$ cat config.mk
export PLATFORM = sky130hd
export DESIGN_NAME = harness_ctrl
export DESIGN_NICKNAME = d
export VERILOG_FILES = /design/src/rtl/harness_ctrl.sv
export SDC_FILE = /design/constraint.sdc
export NUM_CORES = 1
export LEC_CHECK = 0
export ABC_CLOCK_PERIOD_IN_PS = 6600
export BUFFER_PORTS_ARGS = -buffer_cell sky130_fd_sc_hd__buf_2
export CAP_MARGIN = 20
export CORE_MARGIN = 1.5
export CORE_UTILIZATION = 30
export DETAILED_ROUTE_END_ITERATION = 8
export GPL_ROUTABILITY_DRIVEN = 0
export GPL_TIMING_DRIVEN = 0
export SETUP_SLACK_MARGIN = 0.05
export SLEW_MARGIN = 20
export SYNTH_ARGS = -nofsm -noshare
export SYNTH_HDL_FRONTEND = slang
export SYNTH_SLANG_ARGS = --single-unit
$ cat constraint.sdc
create_clock -name clock -period 6.6 [get_ports clock]
set_clock_uncertainty 0.1 [all_clocks]
set_input_delay 1.32 -clock clock [delete_from_list [all_inputs] [get_ports clock]]
set_output_delay 1.32 -clock clock [all_outputs]
set_load 0.02 [all_outputs]
$ cat src/rtl/harness_ctrl.sv
// Processor test-harness sequencer: reset, run for N cycles while tracing write-backs,
// then sweep every register against an expected-value ROM and count mismatches.
module harness_ctrl #(
    parameter int unsigned DATA_W         = 32,
    parameter int unsigned NUM_REGS       = 32,
    parameter int unsigned REG_AW         = 5,
    parameter int unsigned CYC_W          = 21,
    parameter int unsigned DEFAULT_CYCLES = 5000,
    parameter int unsigned TRACE_DEPTH    = 16,
    parameter int unsigned ERR_W          = 6
) (
    input  logic              clock,
    input  logic              reset,
    input  logic              start,
    input  logic [CYC_W-1:0]  num_cycles,
    output logic              proc_reset,
    input  logic              wb_en,
    input  logic [REG_AW-1:0] wb_reg,
    input  logic [DATA_W-1:0] wb_data,
    output logic              test_mode,
    output logic [REG_AW-1:0] test_reg,
    input  logic [DATA_W-1:0] reg_data,
    output logic [REG_AW-1:0] exp_addr,
    input  logic [DATA_W-1:0] exp_data,
    output logic              trace_valid,
    input  logic              trace_ready,
    output logic [CYC_W-1:0]  trace_cycle,
    output logic [REG_AW-1:0] trace_reg,
    output logic [DATA_W-1:0] trace_data,
    output logic              trace_ovf,
    output logic              fail_valid,
    output logic [REG_AW-1:0] fail_reg,
    output logic [ERR_W-1:0]  errors,
    output logic              done
);
    localparam int unsigned PTR_W = $clog2(TRACE_DEPTH);
    // One extra bit so the sweep index can reach NUM_REGS (the trailing compare cycle).
    localparam int unsigned IDX_W = REG_AW + 1;

    typedef enum logic [2:0] {StIdle, StClear, StRun, StCheck, StDone} state_e;

    state_e state_q, state_d;

    logic [CYC_W-1:0]  len_q;
    logic [CYC_W-1:0]  cyc_q;
    logic [IDX_W-1:0]  chk_q;
    logic [IDX_W-1:0]  fail_idx;
    logic [DATA_W-1:0] rdata_q;
    logic [ERR_W-1:0]  err_q;
    logic              ovf_q;
    logic [PTR_W:0]    wptr_q;
    logic [PTR_W:0]    rptr_q;

    logic [CYC_W-1:0]  mem_cyc  [TRACE_DEPTH];
    logic [REG_AW-1:0] mem_reg  [TRACE_DEPTH];
    logic [DATA_W-1:0] mem_data [TRACE_DEPTH];

    logic start_ok, run_last, chk_last;
    logic empty, full, push, pop, push_ok, mismatch;

    assign start_ok = start && ((state_q == StIdle) || (state_q == StDone));
    assign run_last = (cyc_q == (len_q - CYC_W'(1)));
    assign chk_last = (chk_q == IDX_W'(NUM_REGS));

    assign empty   = (wptr_q == rptr_q);
    assign full    = (wptr_q[PTR_W] != rptr_q[PTR_W]) &&
                     (wptr_q[PTR_W-1:0] == rptr_q[PTR_W-1:0]);
    assign push    = (state_q == StRun) && wb_en && (wb_reg != '0);
    assign pop     = !empty && trace_ready;
    // A pop in the same cycle frees the slot, so a full FIFO still accepts the push.
    assign push_ok = push && (!full || pop);

    // Compare stage: rdata_q holds register chk_q-1, exp_data is the ROM word for it.
    assign mismatch = (state_q == StCheck) && (chk_q != '0) && (rdata_q != exp_data);
    assign fail_idx = chk_q - IDX_W'(1);

    always_ff @(posedge clock or negedge reset) begin
        if (!reset) begin
            state_q <= StIdle;
        end else begin
            state_q <= state_d;
        end
    end

    always_comb begin
        state_d = state_q;
        unique case (state_q)
            StIdle, StDone: if (start) state_d = StClear;
            StClear:        state_d = StRun;
            StRun:          if (run_last) state_d = StCheck;
            StCheck:        if (chk_last) state_d = StDone;
            default:        state_d = StIdle;
        endcase
    end

    always_comb begin
        proc_reset = 1'b1;
        test_mode  = 1'b0;
        done       = 1'b0;
        unique case (state_q)
            StRun: proc_reset = 1'b0;
            StCheck: begin
                proc_reset = 1'b0;
                test_mode  = 1'b1;
            end
            StDone:  done = 1'b1;
            default: ;
        endcase
    end

    assign test_reg    = test_mode ? chk_q[REG_AW-1:0] : '0;
    assign exp_addr    = test_mode ? chk_q[REG_AW-1:0] : '0;
    assign fail_valid  = mismatch;
    assign fail_reg    = fail_idx[REG_AW-1:0];
    assign errors      = err_q;
    assign trace_ovf   = ovf_q;
    assign trace_valid = !empty;
    assign trace_cycle = mem_cyc[rptr_q[PTR_W-1:0]];
    assign trace_reg   = mem_reg[rptr_q[PTR_W-1:0]];
    assign trace_data  = mem_data[rptr_q[PTR_W-1:0]];

    always_ff @(posedge clock or negedge reset) begin
        if (!reset) begin
            len_q   <= '0;
            cyc_q   <= '0;
            chk_q   <= '0;
            rdata_q <= '0;
            err_q   <= '0;
            ovf_q   <= 1'b0;
            wptr_q  <= '0;
            rptr_q  <= '0;
        end else begin
            cyc_q   <= (state_q == StRun) ? cyc_q + CYC_W'(1) : '0;
            chk_q   <= (state_q == StCheck) ? chk_q + IDX_W'(1) : '0;
            rdata_q <= reg_data;
            if (start_ok) begin
                len_q  <= (num_cycles == '0) ? CYC_W'(DEFAULT_CYCLES) : num_cycles;
                err_q  <= '0;
                ovf_q  <= 1'b0;
                wptr_q <= '0;
                rptr_q <= '0;
            end else begin
                if (mismatch && (err_q != '1)) err_q <= err_q + ERR_W'(1);
                if (push && !push_ok) ovf_q <= 1'b1;
                if (push_ok) wptr_q <= wptr_q + (PTR_W + 1)'(1);
                if (pop) rptr_q <= rptr_q + (PTR_W + 1)'(1);
            end
        end
    end

    always_ff @(posedge clock) begin
        if (push_ok) begin
            mem_cyc[wptr_q[PTR_W-1:0]]  <= cyc_q;
            mem_reg[wptr_q[PTR_W-1:0]]  <= wb_reg;
            mem_data[wptr_q[PTR_W-1:0]] <= wb_data;
        end
    end

endmodule

==> summary by stage, run 1 <==
Outcome
The run finished with clean final reports.

Setup path
The type of the setup path with the least slack is reg -> out. On the critical path the largest part of the delay comes from buffers and inverters. The worst path buffer plus inverter count is 4. The largest driver fanout on the critical path is 10.

The worst setup path is launched from a flip-flop. STA puts the critical path data required time at 5.18 ns. Walking the worst path, the cells encountered are clkbuf_1 > buf_1 > buf_1 > mux4_2 > mux4_2 > buf_2. On the worst path, the slowest cell contributes a delay of slightly below 0.8 ns.

STA classifies the critical path endpoint as an output pin. The data arrival time at the worst-slack endpoint is 4.56 ns. Among all stages on the critical path, the largest delay is contributed by buf_1.

Die
The count of standard-cell rows is around 130. From left edge to right edge, the die measures 367 µm. The effective utilization at floorplan is 0.302.

For this design the top-level I/O count stands at 212. The core footprint is between 100000 and 150000 µm². The die is roughly 370 µm tall. The die covers 135000 µm².

Power
The leakage component of the power is between 15 and 20 nW. The worst supply voltage drop on vdd is around 280 µV. The power per cell area is about 420 nW/µm².

CTS
The clock passes through at most 3 buffers. CTS saw roughly 1000 sinks. The post-CTS setup repair buffer count is 0. Clock-pin slew was measured on the worst setup and hold paths at ~0.06 ns. The total CTS buffers is around 100.

TritonCTS built the clock tree. The H-tree generated during clock tree synthesis spans 3 levels. Buffers inserted to repair hold after CTS numbered 0. Clock latency on the worst-skew pair, taken at its later pin, is 0.68 ns.

The cell chosen for the clock root is clkbuf_16. The post-cts repair resize count is 0.

Global routing
Entering global routing, the biggest net connects between 60 and 70 pins. The number of antenna violations at the first check in global routing is 7. The residual overflow from global routing is 0. The global-route wire length before repair is 142000 µm. The number of global-route vias before repair came to ~21000. The total routing resource utilization after global routing is 0.144.

Placed design
Counting tap cells, the placed design contains a total of 3816 instances. The half-perimeter wire length after detailed placement is 66900 µm. In this run the tool buffered the top-level ports with 211 buffer cells.

Job
Max-cap violations in this run came to 0.

Finish
Compared with the post-synthesis result, the final layout area differs by 21.3%. At the end of the flow, the number of nets in the layout was 2305. The sequential cell area in the final layout is approximately 30000 µm². The multi-input gate area in the final layout is about 9000 µm². The end-of-flow core utilization is 0.367. Of the cells placed in the final design, the portion with a size suffix greater than 1 is 0.352.

Fill cells in the final layout number approximately 12000. The register with the most flip-flops in the layout has about 510 of them. Once layout is complete, the cells apart from fillers number approximately 4000.

Logic synthesis
The cell area after synthesis is 39800 µm². Of all cell types, the one taking the most synthesized area is edfxtp_1. After synthesis, the cell types taking the most area are edfxtp_1 (70%), mux4_2 (16%), dfrtp_1 (6.3%), xnor2_1 (1.5%), xor2_1 (0.81%). Synthesis produced ~1800 cells. The count of cell types in the netlist is 50. Counting instances in the post-synthesis netlist gives the leading cell types as edfxtp_1 (928), mux4_2 (290), dfrtp_1 (100). For this run, the number of Yosys warnings is 0. Yosys mapped a number of flops with a built-in enable equal to about 930. The mean post-synth cell area is ~22 µm². The fraction of the yosys area taken by sequential cells is 0.763. The post-synthesis register bit count is 1028. The synthesized net count is between 1500 and 2000. The prevailing post-synth register cell is edfxtp_1. Of the post-synthesis cell area, the dominant cell type holds 0.700. edfxtp_1 is the most common cell in the netlist.

The fraction of registers with async set or reset after synthesis is 0.0973.

Timing
At the pin with the least slew margin, the transition time is 1.06 ns. Setup violations remaining at the end of the flow were counted as 0. Setup total negative slack on the finished layout was measured at 0 ns. The final number of hold-violating endpoints is 0. Static timing analysis puts the maximum clock frequency at approximately 170 MHz. The number of max-slew violations in the final report is 0.

The tightest hold path in the finished design has a slack of between 0.4 and 0.5 ns. The minimum clock period is 5.98 ns. The share of the clock period used by the worst path after layout is 0.906. Setup repair after global routing left no endpoint under its margin.

Measured against its own limit, the worst slew margin works out to 0.292.

Drt
After detailed routing, the met3 layer carries between 6000 and 7000 µm of wire. The wire length reported by the detailed router is 97500 µm. In the routed layout, each cell is associated on average with a via count of slightly below 5. For this run, design rule violations remaining after detail routing come to 0. The via count is between 15000 and 20000.

The first detailed-routing pass ran for 5 iterations. The detailed-routed wire length on met2 is 48900 µm. Once detail routing completed, the nets flagged for antenna violations numbered 0. For this block, the initial DRC count from the detailed router was between 1500 and 2000. The met1 layer wirelength in the final routing is 40200 µm. The highest layer touched by signal routing is met4.

Dividing the detail-routed wire length by the instance count gives around 24 µm.

Hold path
The worst min-delay path class is reg -> reg.
[per-stage QoR]
stage | worst slack (ns) | area, µm² | total power, mW
CTS | 0.310 | 48300 | 20.7
floorplan | 1.51 | 39800 | 12.1
detailed placement | 1.09 | 44700 | 14.6
global route | 0.332 | 48300 | 21.2
finish | 0.621 | 48300 | 20.4
global placement | -2.25 | 43100 | 14.2
[report_power, final]
part           internal [mW]  switching, mW  total, mW
sequential              7.77          0.293       8.07
clock                   3.58           2.50       6.08
combinational           2.69           3.55       6.24
total                   14.0           6.34       20.4
[per-layer routing]
metal | GRT usage | vias to the layer above
met4 | 0.0384 | 0
li1 | - | 8198
met2 | 0.245 | 725
met3 | 0.0252 | 142
met1 | 0.190 | 10483
met5 | 0 | -
[worst paths after layout]
check	startpoint	endpoint	slack, ns	cells after the start
worst min register to register	state_q[2]	state_q[1]	0.40	1
min in group asynchronous	reset	len_q[15]	0.44	1
worst max-delay path	rptr_q[0]	trace_reg[0]	0.62	6
worst max register to register	state_q[2]	mem_data[1][20]	2.42	11
max in group asynchronous	reset	rdata_q[24]	5.28	2
worst min-delay path	state_q[2]	state_q[1]	0.40	1
[cells in the final DEF (no fill, tap or decap), types with 19 or more instances in the layout]
cell,synthesis,layout
edfxtp_1,928,928
mux4_2,290,290
buf_2,0,213
clkbuf_16,0,104
dfrtp_1,100,100
clkbuf_1,57,70
xnor2_1,66,66
nor2_1,69,58
xor2_1,37,37
buf_16,0,30
nand2_1,26,26
buf_12,0,19
[cells by family after synthesis]
kind of cell | after synthesis | share of synthesized area
buf+inv | 99 | 0.0102
flops | 1028 | 0.763
xor+xnor | 103 | 0.0227
mux | 312 | 0.170
simple gates | 200 | 0.0261
fa+ha+maj | 11 | 0.00346
compound gates | 29 | 0.00487
[area by class of cell]
class                           instances  area share
Inverter                               12    0.000933
Tap cell                             1755      0.0455
Timing Repair Buffer                  280      0.0530
Clock buffer                          124      0.0554
Buffer                                 87     0.00798
Multi-Input combinational cell        655       0.190
Sequential cell                      1028       0.629
Antenna cell                            5    0.000259
Clock inverter                         68      0.0182
Note: power is estimated with default switching activity, not from simulation.
==> run 2: changes to the inputs <==
--- a/config.mk
+++ b/config.mk
@@ -10,2 +10,4 @@
 export CAP_MARGIN = 20
+export CELL_PAD_IN_SITES_DETAIL_PLACEMENT = 1
+export CELL_PAD_IN_SITES_GLOBAL_PLACEMENT = 1
 export CORE_MARGIN = 1.5
@@ -15,2 +17,4 @@
 export GPL_TIMING_DRIVEN = 0
+export PLACE_DENSITY_LB_ADDON = 0.1
+export RECOVER_POWER = 100
 export SETUP_SLACK_MARGIN = 0.05
--- a/constraint.sdc
+++ b/constraint.sdc
@@ -4,2 +4,2 @@
 set_output_delay 1.32 -clock clock [all_outputs]
-set_load 0.02 [all_outputs]
+set_load 0.01 [all_outputs]
==> summary by stage, run 2 (synthesis results as in run 1) <==
Finish
The library cells used most frequently in the layout, excluding fill and tap cells, are edfxtp_1 (928), mux4_2 (290), clkbuf_1 (273). Leaving out fill and tap cells, the most frequent cell in the layout is edfxtp_1. The final layout net count was 2322 (+0.74%). The final design area excluding fillers is 47000 µm² (-2.7%). The end-of-flow core utilization is 0.357 (-0.00983). The fraction of layout instances using a drive strength above 1 is 0.263 (-0.0888).

The flip-flop count of the largest register after layout was 512 (unchanged). The area growth from synthesis to layout is 18.0%. The number of fill cells is 12909 (+9.6%).

Die
The area enclosed by the die boundary is 135000 µm² (unchanged). The count of standard-cell rows is 133 (unchanged). The core footprint is 132000 µm² (unchanged). The die boundary width is 367 µm (unchanged). The effective utilization at floorplan was 0.302 (unchanged). The I/O pin count is 212 (unchanged). The die outline height is 367 µm (unchanged).

Outcome
The checks that failed: capacitance limit, slew limit. The run finished, with violations left.

Drt
The wire length reported by the detailed router was 108000 µm (+11%). The detailed-route DRC error count is 0 (unchanged). The via count was 19301 (-1.3%). The detail-routed via count per cell is 4.78 (-1.9%). The starting DRC count in detailed routing is 1244 (-36%). The routed length per instance is 26.7 µm (+9.9%). The remaining number of nets flagged by the antenna check after routing came to 0 (unchanged). The number of detailed-routing iterations run before antenna repair is 5 (unchanged).

Power
The leakage component of the power is 14.6 nW (-5.0%). The worst supply voltage drop on vdd is 220 µV (-21%). The power per cell area is 425 nW/µm² (+0.68%).

Setup path
The largest driver fanout on the critical path is 10 (unchanged). The data arrival time at the worst-slack endpoint came to 4.58 ns (+0.02 ns). The critical path is of the reg -> out type.

The worst setup path is captured at an output pin. The largest individual stage delay along the critical path comes from the cell clkbuf_1. The delay of the slowest cell on the worst path is 0.83 ns (+0.04 ns). The critical path data required time was 5.18 ns (about the same). In this design, the critical path's most frequently occurring cell is clkbuf_1.

The critical path startpoint category is a flip-flop. The signal on the critical path passes through clkbuf_1 > clkbuf_1 > clkbuf_1 > mux4_2 > mux4_2 > clkbuf_1. The cell family contributing the most delay on the critical path is buffers and inverters. The worst path buffer plus inverter count came to 4 (unchanged).

Timing
The share of the clock period used by the worst path after layout is 0.909 (+0.00351). The number of max-slew violations in the final report was 133 (+133). The final number of hold-violating endpoints is 0 (unchanged). The top achievable clock speed is 167 MHz (-0.39%).

Setup repair after global routing left no endpoint under its margin. The minimum clock period is 6.00 ns (+0.0231 ns). The worst relative slew slack is -1.30 (-1.59).

The final-report setup violation count came to 0 (unchanged). The final setup slack of the worst path is 0.598 ns (-0.0231 ns). The slew at the pin closest to its max-slew limit came to 3.44 ns (+2.38 ns).

Placed design
The number of I/O port buffers is 211 (unchanged). The worst slack at placement is 0.866 ns (-0.219 ns). The total cell area at the placement stage is 44800 µm² (+0.23%). The half-perimeter wire length after detailed placement is 71400 µm (+6.7%).

Global routing
The residual overflow from global routing is 0 (unchanged). The maximum number of pins on one net before global-route repair came to 72 (+9.1%). The number of antenna violations at the first check in global routing came to 8 (+1). The global-route wire length before repair is 155000 µm (+9.8%).

The total routing resource utilization after global routing is 0.162 (+0.0175). The number of global-route vias before repair is 21565 (+3.3%).

CTS
The clock input transition at the sequential cells of the worst setup and hold paths came to 0.06 ns (about the same). The CTS tree is yes. The tree is rooted in a clkbuf_16.

The largest buffer count on any clock path is 3 (unchanged). The level count of the clock H-tree is 3 (unchanged). The number of clock sinks seen by CTS is 1028 (unchanged). The post-cts repair resize count came to 0 (unchanged). The worst-skew pair later-pin latency is 0.71 ns (+0.03 ns). The total CTS buffers is 114 (+11%).

The post-CTS setup repair buffer count was 0 (unchanged). The count of hold-fix buffers inserted at cts is 0 (unchanged).

Hold path
The worst min-delay path class is reg -> reg.

Job
The max capacitance violation total came to 3 (+3).
-- run 2: cell type report --
cell class | count | area [µm²] | share of cell area
multi-input cells | 655 | 9040 | 0.192
plain buffers | 87 | 394 | 0.00839
clock buffers | 156 | 3130 | 0.0667
flip-flops and latches | 1028 | 30400 | 0.646
well taps | 1755 | 2200 | 0.0467
inverters | 12 | 45.0 | 0.000958
diodes | 2 | 5.00 | 0.000106
repair buffers | 286 | 1260 | 0.0269
clock inverters | 61 | 557 | 0.0118
-- run 2: worst paths after layout --
check                      startpoint             end  slack, ns  depth (start not counted)
min                        state_q[2]      state_q[1]       0.40                          1
min reg2reg                state_q[2]      state_q[1]       0.40                          1
min in group asynchronous       reset       len_q[16]       0.93                          1
max                         rptr_q[1]  trace_cycle[8]       0.60                          6
max reg2reg                 rptr_q[1]  mem_data[3][7]       0.66                         10
max in group asynchronous       reset     rdata_q[10]       1.28                          2
-- run 2: through the flow --
| stage | TNS (ns) | instances | hold slack [ns] | total power [mW] |
|---|---|---|---|---|
| 2_1_floorplan | 0 | 1782 | 0.355 | 11.8 |
| 3_3_place_gp | -2679.63 | 3748 | 0.383 | 14.2 |
| 3_5_place_dp | 0 | 3822 | 0.385 | 14.4 |
| 4_1_cts | 0 | 4039 | 0.329 | 20.8 |
| 5_1_grt | 0 | 4040 | 0.431 | 20.9 |
| 6_report | 0 | 4042 | 0.397 | 20.0 |
-- run 2: per-layer routing --
| metal | wire length (µm) | global-route usage |
|---|---|---|
| met1 | 47900 | 0.215 |
| met3 | 4220 | 0.0295 |
| met4 | 2090 | 0.0366 |
| met2 | 53700 | 0.274 |
| met5 | 39 | 0 |
-- run 2: power by group --
part	total, mW	switching, mW	internal, mW	leakage [nW]
Clock	6.25	2.62	3.63	1.80
Combinational	5.64	3.23	2.41	3.48
Sequential	8.09	0.295	7.79	9.37
Total	20.0	6.14	13.8	14.6
